### src/rtl/spi_input_conditioner.sv
// SPI slave pin front end: synchronizes SCLK/CS/MOSI into the clk domain,
// filters glitches per channel and emits registered one-cycle edge pulses.
module spi_input_conditioner #(
    parameter int SYNC_STAGES = 2,
    parameter int WAIT_TIME   = 3
) (
    input  logic i_clk,
    input  logic i_reset,
    input  logic i_sclk_pin,
    input  logic i_cs_pin,
    input  logic i_mosi_pin,
    output logic o_sclk_cond,
    output logic o_cs_cond,
    output logic o_mosi_cond,
    output logic o_s_pos,
    output logic o_s_neg,
    output logic o_cs_fall,
    output logic o_cs_rise
);

    localparam int NCH     = 3;
    localparam int CH_SCLK = 0;
    localparam int CH_CS   = 1;
    localparam int CH_MOSI = 2;
    localparam int CNT_W   = $clog2(WAIT_TIME + 1);
    localparam logic [CNT_W-1:0] WAIT_CNT = CNT_W'(WAIT_TIME);
    // Idle levels per channel: MOSI 0, CS 1 (inactive), SCLK 0
    localparam logic [NCH-1:0] IDLE_LVL = 3'b010;

    logic [SYNC_STAGES-1:0] r_sync [NCH];
    logic [CNT_W-1:0]       r_cnt  [NCH];
    logic [NCH-1:0]         r_cond;
    logic                   r_s_pos;
    logic                   r_s_neg;
    logic                   r_cs_fall;
    logic                   r_cs_rise;

    logic [NCH-1:0] w_pins;
    logic [NCH-1:0] w_sync_out;
    logic [NCH-1:0] w_accept;

    assign w_pins = {i_mosi_pin, i_cs_pin, i_sclk_pin};

    always_comb begin
        w_sync_out = '0;
        for (int c = 0; c < NCH; c++) begin
            w_sync_out[c] = r_sync[c][SYNC_STAGES-1];
        end
    end

    // A channel accepts its new level on the (WAIT_TIME+1)-th consecutive mismatch
    always_comb begin
        w_accept = '0;
        for (int c = 0; c < NCH; c++) begin
            w_accept[c] = (r_sync[c][SYNC_STAGES-1] != r_cond[c]) && (r_cnt[c] == WAIT_CNT);
        end
    end

    always_ff @(posedge i_clk) begin
        if (i_reset) begin
            for (int c = 0; c < NCH; c++) begin
                r_sync[c] <= {SYNC_STAGES{IDLE_LVL[c]}};
                r_cnt[c]  <= '0;
            end
            r_cond <= IDLE_LVL;
        end else begin
            for (int c = 0; c < NCH; c++) begin
                r_sync[c] <= {r_sync[c][SYNC_STAGES-2:0], w_pins[c]};
                if (w_sync_out[c] == r_cond[c]) begin
                    r_cnt[c] <= '0;
                end else if (w_accept[c]) begin
                    r_cond[c] <= w_sync_out[c];
                    r_cnt[c]  <= '0;
                end else begin
                    r_cnt[c] <= r_cnt[c] + 1'b1;
                end
            end
        end
    end

    // SCLK pulses use the CS level before this cycle's update, so an SCLK edge
    // accepted together with CS going active is not reported.
    always_ff @(posedge i_clk) begin
        if (i_reset) begin
            r_s_pos   <= 1'b0;
            r_s_neg   <= 1'b0;
            r_cs_fall <= 1'b0;
            r_cs_rise <= 1'b0;
        end else begin
            r_s_pos   <= w_accept[CH_SCLK] &  w_sync_out[CH_SCLK] & ~r_cond[CH_CS];
            r_s_neg   <= w_accept[CH_SCLK] & ~w_sync_out[CH_SCLK] & ~r_cond[CH_CS];
            r_cs_fall <= w_accept[CH_CS] & ~w_sync_out[CH_CS];
            r_cs_rise <= w_accept[CH_CS] &  w_sync_out[CH_CS];
        end
    end

    assign o_sclk_cond = r_cond[CH_SCLK];
    assign o_cs_cond   = r_cond[CH_CS];
    assign o_mosi_cond = r_cond[CH_MOSI];
    assign o_s_pos     = r_s_pos;
    assign o_s_neg     = r_s_neg;
    assign o_cs_fall   = r_cs_fall;
    assign o_cs_rise   = r_cs_rise;

endmodule

### config.mk
export PLATFORM = sky130hd
export DESIGN_NAME = spi_input_conditioner
export DESIGN_NICKNAME = d
export VERILOG_FILES = /design/src/rtl/spi_input_conditioner.sv
export SDC_FILE = /design/constraint.sdc
export NUM_CORES = 1
export LEC_CHECK = 0
export CAP_MARGIN = 20
export CORE_MARGIN = 2
export CORE_UTILIZATION = 40
export CTS_BUF_LIST = sky130_fd_sc_hd__clkbuf_8
export CTS_CLUSTER_SIZE = 20
export DETAILED_ROUTE_END_ITERATION = 10
export HOLD_SLACK_MARGIN = 0.06
export PLACE_DENSITY = 0.65
export SYNTH_ARGS = -nofsm -noshare
export SYNTH_HDL_FRONTEND = slang
export SYNTH_SLANG_ARGS = --single-unit
### constraint.sdc
create_clock -name i_clk -period 1.2 [get_ports i_clk]
set_input_delay 0.12 -clock i_clk [delete_from_list [all_inputs] [get_ports i_clk]]
set_output_delay 0.12 -clock i_clk [all_outputs]
set_load 0.02 [all_outputs]
==> flow_summary_export.csv, run 1 <==
group,metric,value,unit
place,placed_insts,89,
place,buffer_ports.inserted,11,
synthesis,yosys_most_used_dff,"sky130_fd_sc_hd__dfxtp_1",
run_status,status,"complete, no violations",
clocking,numClockSinks,19,
final_layout,antenna-diode-count,0,
pwr,power,1.21,mW
timing,finalSetupViolCount,0,
setup_path,path_class,"register to register",
synthesis,ys_top_cells_by_area,"sky130_fd_sc_hd__dfxtp_1 37%, sky130_fd_sc_hd__edfxtp_1 25%, sky130_fd_sc_hd__ha_1 5.3%, sky130_fd_sc_hd__nor4b_1 3.7%, sky130_fd_sc_hd__xnor2_1 3.7%",
min_path,hold-path-endpoint,"r_sync[0][4]",
setup_path,r2r-start,"r_cnt[0][0]",
final_layout,final-instance-count-excl-fill,93,
final_layout,n_fill_cell,163,
clocking,ctsLongestPathBuffers,2,
floorplanning,rows,15,
pwr,power_per_unit_of_standard_cell_area,1280,mW/mm²
setup_path,timing.critical_path.to_type,"register",
detailed_routing,route.final.wire_length,986,µm
detailed_routing,detail_route.vias_per_cell,4.66,
global_routing,number_of_antenna_violations_at_the_first_check_in_global_routing,0,
final_layout,layout.cell_area.non_filler,943,µm²
synthesis,postSynthCellCount,52,
setup_path,slowest_delay,0.40,ns
floorplanning,dieHeight,46.0,µm
synthesis,avgSynthCellArea,13.6,µm²
floorplanning,fp.coreArea,0.00169,mm²
floorplanning,io_pins,12,
detailed_routing,met2_wirelength,427,µm
synthesis,synth-compound-area-share,0,
clocking,tritoncts,"done",
detailed_routing,detail_route.wl_per_cell,10.6,µm
pwr,power.static_leakage,0.390,nW
synthesis,synth_xor_xnor_area_share,0.0372,
timing,hold_viol,0,
detailed_routing,ant_nets,0,
synthesis,post_synthesis_instance_area,707,µm²
synthesis,synthesis.yosys.warnings,0,
detailed_routing,dr.pass1.iters,2,
setup_path,rr_endpoint,"o_s_neg",
global_routing,grt_remaining_overflow,0,
min_path,hp-start,"i_mosi_pin",
global_routing,global_route_wire_length_before_repair,1620,µm
setup_path,worst_ep_arrival_time,1.37,ns
min_path,hp-class,"primary input to register",
detailed_routing,detailed_route_wirelength_on_metal3,61,µm
timing,worst_slack,0.0174,ns
setup_path,worst-r2r-cell-count,3,
min_path,holdPathStages,2,
synthesis,synth_adder_area_share,0.0531,
place,detailedPlace.worstSlack,-0.0530,ns
synthesis,synth_seq_area_share,0.623,
job,drv_cap,0,
detailed_routing,wl_met1,462,µm
floorplanning,initial_core_util,0.419,
clocking,postCtsHoldBufs,0,
detailed_routing,maxUsedRoutingLayer,"met4",
floorplanning,dieWidth,46.0,µm
setup_path,crit_start,"r_cnt[0][0]",
synthesis,ys_seq_elements,19,
synthesis,synth_top_cell_area_share,0.368,
setup_path,reg2reg_setup_slack,0.02,ns
global_routing,grt.total_usage,0.117,
clocking,post_cts_buffers,0,
setup_path,critical_path.cell_chain,"ha_4 -> or3b_4 -> nor3b_2",
timing,fin_crit_sh,0.985,
clocking,clock_transition_at_the_registers_of_the_reported_paths,0.07,ns
detailed_routing,detail_route.drc_violations,0,
synthesis,yosys.area_share.simple,0.232,
clocking,cts_buffers,3,
pwr,peakVddDrop,0.000440,V
synthesis,synth-async-reset-ratio,0,
place,routability_congestion_estimate,0.666,
detailed_routing,num_vias,433,
setup_path,timing.critical_path.slowest_stage_cell,"sky130_fd_sc_hd__edfxtp_1",
timing,timing.final.max_slew_violations,0,
synthesis,post_synth_mux_area_share,0.0283,
floorplanning,dieArea,0.00212,mm²
synthesis,synth_top_family_by_area,"simple AND/OR/NAND/NOR gates",
synthesis,yosys.area.top_type,"sky130_fd_sc_hd__dfxtp_1",
setup_path,timing.critical_path.from_type,"register",
final_layout,area_delta_synth_final,33.5,%
clocking,htreeDepth,1,
synthesis,synth-edff-count,6,
timing,grt_setup_unrepaired,"yes",
setup_path,critPathRequiredTime,1.38,ns
global_routing,first_global_vias,391,
global_routing,pin_count_of_the_biggest_net_entering_global_routing,12,
timing,final.setup_skew,0.00492,ns
detailed_routing,drt-initial-drc-count,6,
synthesis,synth_cell_type_count,21,
final_layout,fin_nets,85,
timing,max_freq,0.846,GHz
clocking,cts-root-buf,"sky130_fd_sc_hd__clkbuf_8",
final_layout,fraction_of_final_layout_cells_with_drive_strength_greater_than_1,0.237,
place,place_hpwl,772,µm
clocking,clk-insertion-delay-late,0.25,ns
timing,minimum_period_implied_by_the_final_worst_setup_slack,1.18,ns
place,placement.cell_area,887,µm²
setup_path,cp_max_fo,4,
layout by cell type (no fill, tap or decap), drive strengths merged:
| cell type | Yosys | routed |
|---|---|---|
| clkinv | 0 | 1 |
| nand3b | 1 | 1 |
| or3b | 1 | 1 |
| ha | 3 | 3 |
| nor4 | 3 | 3 |
| mux2i | 2 | 2 |
| clkdlybuf4s50 | 0 | 4 |
| nor3 | 1 | 1 |
| or2 | 2 | 2 |
| clkbuf | 1 | 3 |
| nand2 | 1 | 1 |
| buf | 1 | 6 |
| and4bb | 1 | 1 |
| nor2b | 2 | 2 |
| nor4b | 3 | 3 |
| and2b | 2 | 2 |
| dfxtp | 13 | 13 |
| edfxtp | 6 | 6 |
| nor2 | 2 | 2 |
| nand2b | 1 | 1 |
| xnor2 | 3 | 3 |
| dlygate4sd2 | 0 | 7 |
| conb | 1 | 6 |
| nor3b | 2 | 2 |
worst max path at each step:
stage                             end  slack, ns  cells past startpoint
after floorplan               o_s_pos       0.04                      3
after detailed placement  r_cnt[1][1]      -0.05                      3
after global placement    r_cnt[1][1]      -0.04                      3
after global routing          o_s_pos      -0.04                      3
after CTS                     o_s_neg      -0.01                      3
final                         o_s_neg       0.02                      3
routing by layer:
metal | up-vias | GRT usage
met3 | 5 | 0.0476
li1 | 224 | -
met5 | - | 0
met4 | 0 | 0.0857
met1 | 190 | 0.140
met2 | 14 | 0.167
report_power, final:
part           internal (mW)  total, mW  leakage, nW  switching (mW)
clock network          0.231      0.432       0.0255           0.202
logic                 0.0481     0.0817        0.196          0.0336
registers              0.685      0.698        0.168          0.0128
total                  0.963       1.21        0.390           0.248
worst max-delay path, delay by kind of cell, from the launching register on:
family	cells	cell delay, ns
AND/OR/NAND/NOR	2	0.54
flip-flops	1	0.40
adder cells (fa/ha/maj)	1	0.17
sequential cells by signal, summed over array words and instances (netlist names):
name and flops:
r_cnt 6, r_sync 6, r_cond 3, o_cs_fall 1, o_cs_rise 1, o_s_neg 1
o_s_pos 1
per-stage QoR:
step,TNS [ns],hold slack [ns],utilization
after global routing,-0.0649,0.427,0.559
after detailed placement,-0.210,0.408,0.525
final,0,0.420,0.559
after global placement,-0.0853,0.396,0.525
after CTS,-0.0232,0.420,0.549
after floorplan,0,0.224,-
Yosys cell counts (2+ instances only):
cell type                   n
sky130_fd_sc_hd__nor3b_2    2
sky130_fd_sc_hd__and2b_1    2
sky130_fd_sc_hd__nor2b_1    2
sky130_fd_sc_hd__or2_2      2
sky130_fd_sc_hd__xnor2_1    3
sky130_fd_sc_hd__edfxtp_1   6
sky130_fd_sc_hd__dfxtp_1   13
sky130_fd_sc_hd__nor4_1     3
sky130_fd_sc_hd__nor4b_1    3
sky130_fd_sc_hd__ha_1       3
sky130_fd_sc_hd__nor2_1     2
sky130_fd_sc_hd__mux2i_1    2
cell type report:
cell class | count | area (µm²) | share of cell area
Clock buffer | 3 | 41.3 | 0.0438
Timing Repair Buffer | 17 | 146 | 0.155
Sequential cell | 19 | 440 | 0.467
Tap cell | 17 | 21.3 | 0.0225
Clock inverter | 1 | 5.00 | 0.00531
Multi-Input combinational cell | 36 | 289 | 0.306
kinds of logic after synthesis:
| logic type | Yosys count |
|---|---|
| muxes | 2 |
| DFF | 19 |
| adders and majority gates | 3 |
| xor gates and xnor gates | 3 |
| and+or+nand+nor | 22 |
| other | 1 |
| buffers and inverters | 2 |
what timing repair did:
| item | in CTS | in global routing |
|---|---|---|
| setup endpoints to repair | 9 | 3 |
| pin swaps | 2 | 0 |
| resized for setup | 8 | 2 |
Power figures use the tool's default switching activity.
==> run 2, diff against run 1 <==
--- a/config.mk
+++ b/config.mk
@@ -8,7 +8,6 @@
 export CAP_MARGIN = 20
 export CORE_MARGIN = 2
 export CORE_UTILIZATION = 40
-export CTS_BUF_LIST = sky130_fd_sc_hd__clkbuf_8
 export CTS_CLUSTER_SIZE = 20
 export DETAILED_ROUTE_END_ITERATION = 10
 export HOLD_SLACK_MARGIN = 0.06
==> run 2 against run 1 <==
Combinational power grew 3.3%. Core utilization shrank 0.59 points. Clock power down 27%. Largest power group unchanged. Die area stayed put. Sequential share of layout area grew 0.50 points. Sequential power about the same. Total power decreased by 9.5%. First-iteration DRC count stayed put. Sequential cell count unchanged. Critical path type unchanged.
==> flow_summary_export.csv, run 2 (synthesized netlist as in run 1, its figures left out) <==
group,metric,value,unit
run_status,status,"complete, no violations",
clocking,cts_buffers,3,
final_layout,layout.cell_area.non_filler,933,µm²
floorplanning,io_pins,12,
detailed_routing,detail_route.vias_per_cell,4.84,
pwr,power_per_unit_of_standard_cell_area,1180,mW/mm²
clocking,cts-root-buf,"sky130_fd_sc_hd__clkbuf_4",
pwr,power.static_leakage,0.381,nW
place,placed_insts,89,
floorplanning,dieArea,0.00212,mm²
timing,whs,0.370,ns
setup_path,r2r-start,"r_cnt[0][0]",
setup_path,crit_start,"r_cnt[0][0]",
setup_path,critical_path.cell_chain,"ha_4 -> or3b_4 -> nor3b_2",
timing,grt_setup_unrepaired,"yes",
detailed_routing,dr.pass1.iters,4,
final_layout,final-instance-count-excl-fill,93,
final_layout,antenna-diode-count,0,
floorplanning,dieHeight,46.0,µm
timing,final.setup_skew,0.00723,ns
global_routing,grt_remaining_overflow,0,
detailed_routing,detail_route.drc_violations,0,
clocking,clk-insertion-delay-late,0.29,ns
floorplanning,fp.coreArea,0.00169,mm²
clocking,htreeDepth,1,
final_layout,fin_nets,85,
clocking,tritoncts,"done",
final_layout,area_delta_synth_final,32.0,%
global_routing,grt.total_usage,0.123,
clocking,clock_transition_at_the_registers_of_the_reported_paths,0.11,ns
setup_path,worst_ep_arrival_time,1.41,ns
setup_path,path_class,"register to register",
setup_path,timing.critical_path.slowest_stage_cell,"sky130_fd_sc_hd__edfxtp_1",
setup_path,timing.critical_path.to_type,"register",
min_path,hp-class,"primary input to register",
detailed_routing,num_vias,450,
final_layout,biggestRegsByFlops,"r_cnt: 6 flops, r_sync: 6 flops, r_cond: 3 flops",
setup_path,reg2reg_setup_slack,0.02,ns
setup_path,cp_max_fo,4,
place,detailedPlace.worstSlack,-0.0530,ns
timing,hold_viol,0,
detailed_routing,drt-initial-drc-count,6,
clocking,numClockSinks,19,
place,routability_congestion_estimate,0.666,
detailed_routing,ant_nets,0,
place,place_hpwl,772,µm
final_layout,most_frequent_standard_cell_in_the_layout_excluding_fill_and_tap_cells,"sky130_fd_sc_hd__dfxtp_1",
setup_path,critPathCapture,"o_s_neg",
global_routing,first_global_vias,386,
global_routing,pin_count_of_the_biggest_net_entering_global_routing,12,
detailed_routing,route.final.wire_length,1040,µm
floorplanning,rows,15,
setup_path,critPathRequiredTime,1.43,ns
place,buffer_ports.inserted,11,
final_layout,fraction_of_final_layout_cells_with_drive_strength_greater_than_1,0.250,
job,drv_cap,0,
setup_path,slowest_delay,0.41,ns
clocking,post_cts_buffers,0,
setup_path,worst-r2r-cell-count,3,
setup_path,rr_endpoint,"o_s_neg",
place,placement.cell_area,887,µm²
detailed_routing,detail_route.wl_per_cell,11.1,µm
timing,fin_crit_sh,0.985,
clocking,ctsLongestPathBuffers,2,
global_routing,number_of_antenna_violations_at_the_first_check_in_global_routing,0,
pwr,peakVddDrop,0.000565,V
setup_path,timing.critical_path.from_type,"register",
floorplanning,initial_core_util,0.419,
timing,worst_slack,0.0176,ns
timing,finalSetupViolCount,0,
global_routing,global_route_wire_length_before_repair,1640,µm
timing,max_freq,0.846,GHz
final_layout,layout.cells.most_common_list,"13 x sky130_fd_sc_hd__dfxtp_1, 6 x sky130_fd_sc_hd__buf_4, 6 x sky130_fd_sc_hd__edfxtp_1, 6 x sky130_fd_sc_hd__conb_1, 5 x sky130_fd_sc_hd__dlygate4sd2_1",
floorplanning,dieWidth,46.0,µm
timing,timing.final.max_slew_violations,0,
clocking,postCtsHoldBufs,0,
timing,minimum_period_implied_by_the_final_worst_setup_slack,1.18,ns
-- run 2: layout make-up --
| class | count | area, µm² |
|---|---|---|
| well taps | 17 | 21.3 |
| multi-input cells | 36 | 295 |
| clock inverters | 1 | 5.00 |
| repair buffers | 17 | 149 |
| flip-flops and latches | 19 | 440 |
| clock buffers | 3 | 22.5 |
| fillers | 166 | 756 |
-- run 2: worst min-delay path by stage --
stage | from | to | slack [ns] | depth (start not counted)
floorplan | i_cs_pin | r_sync[0][2] | 0.22 | 1
global placement | r_sync[0][2] | r_sync[0][3] | 0.40 | 1
detailed placement | r_sync[0][2] | r_sync[0][3] | 0.41 | 1
CTS | i_mosi_pin | r_sync[0][4] | 0.36 | 2
global route | i_mosi_pin | r_sync[0][4] | 0.36 | 2
finish | i_mosi_pin | r_sync[0][4] | 0.37 | 2
-- run 2: critical path, delay by kind of cell, from the launching register on --
| family | cells | cell delay [ns] |
|---|---|---|
| DFF | 1 | 0.41 |
| and+or+nand+nor | 2 | 0.54 |
| adders and majority gates | 1 | 0.17 |
-- run 2: timing repair --
| action | CTS | global route |
|---|---|---|
| pin swaps | 2 | 0 |
| setup endpoints to repair | 9 | 6 |
| resized for setup | 8 | 5 |
-- run 2: power breakdown --
group          internal (mW)  switching [mW]  total (mW)
Clock                  0.124           0.191       0.315
Combinational         0.0493          0.0351      0.0844
Sequential             0.684          0.0131       0.698
Total                  0.858           0.239        1.10
-- run 2: stage by stage --
| stage | setup TNS (ns) | total power, mW | util |
|---|---|---|---|
| finish | 0 | 1.10 | 0.553 |
| detailed placement | -0.210 | 0.792 | 0.525 |
| global placement | -0.0853 | 0.789 | 0.525 |
| global route | -0.0834 | 1.16 | 0.553 |
| floorplan | 0 | 0.755 | - |
| CTS | -0.0388 | 1.11 | 0.538 |
-- run 2: layer usage --
metal / vias to the layer above / global-route usage / wire, µm
met3: 2 / 0.0595 / 62
met1: 207 / 0.140 / 476
met2: 15 / 0.169 / 480
li1: 226 / - / -
met5: - / 0 / 0
met4: 0 / 0.103 / 17
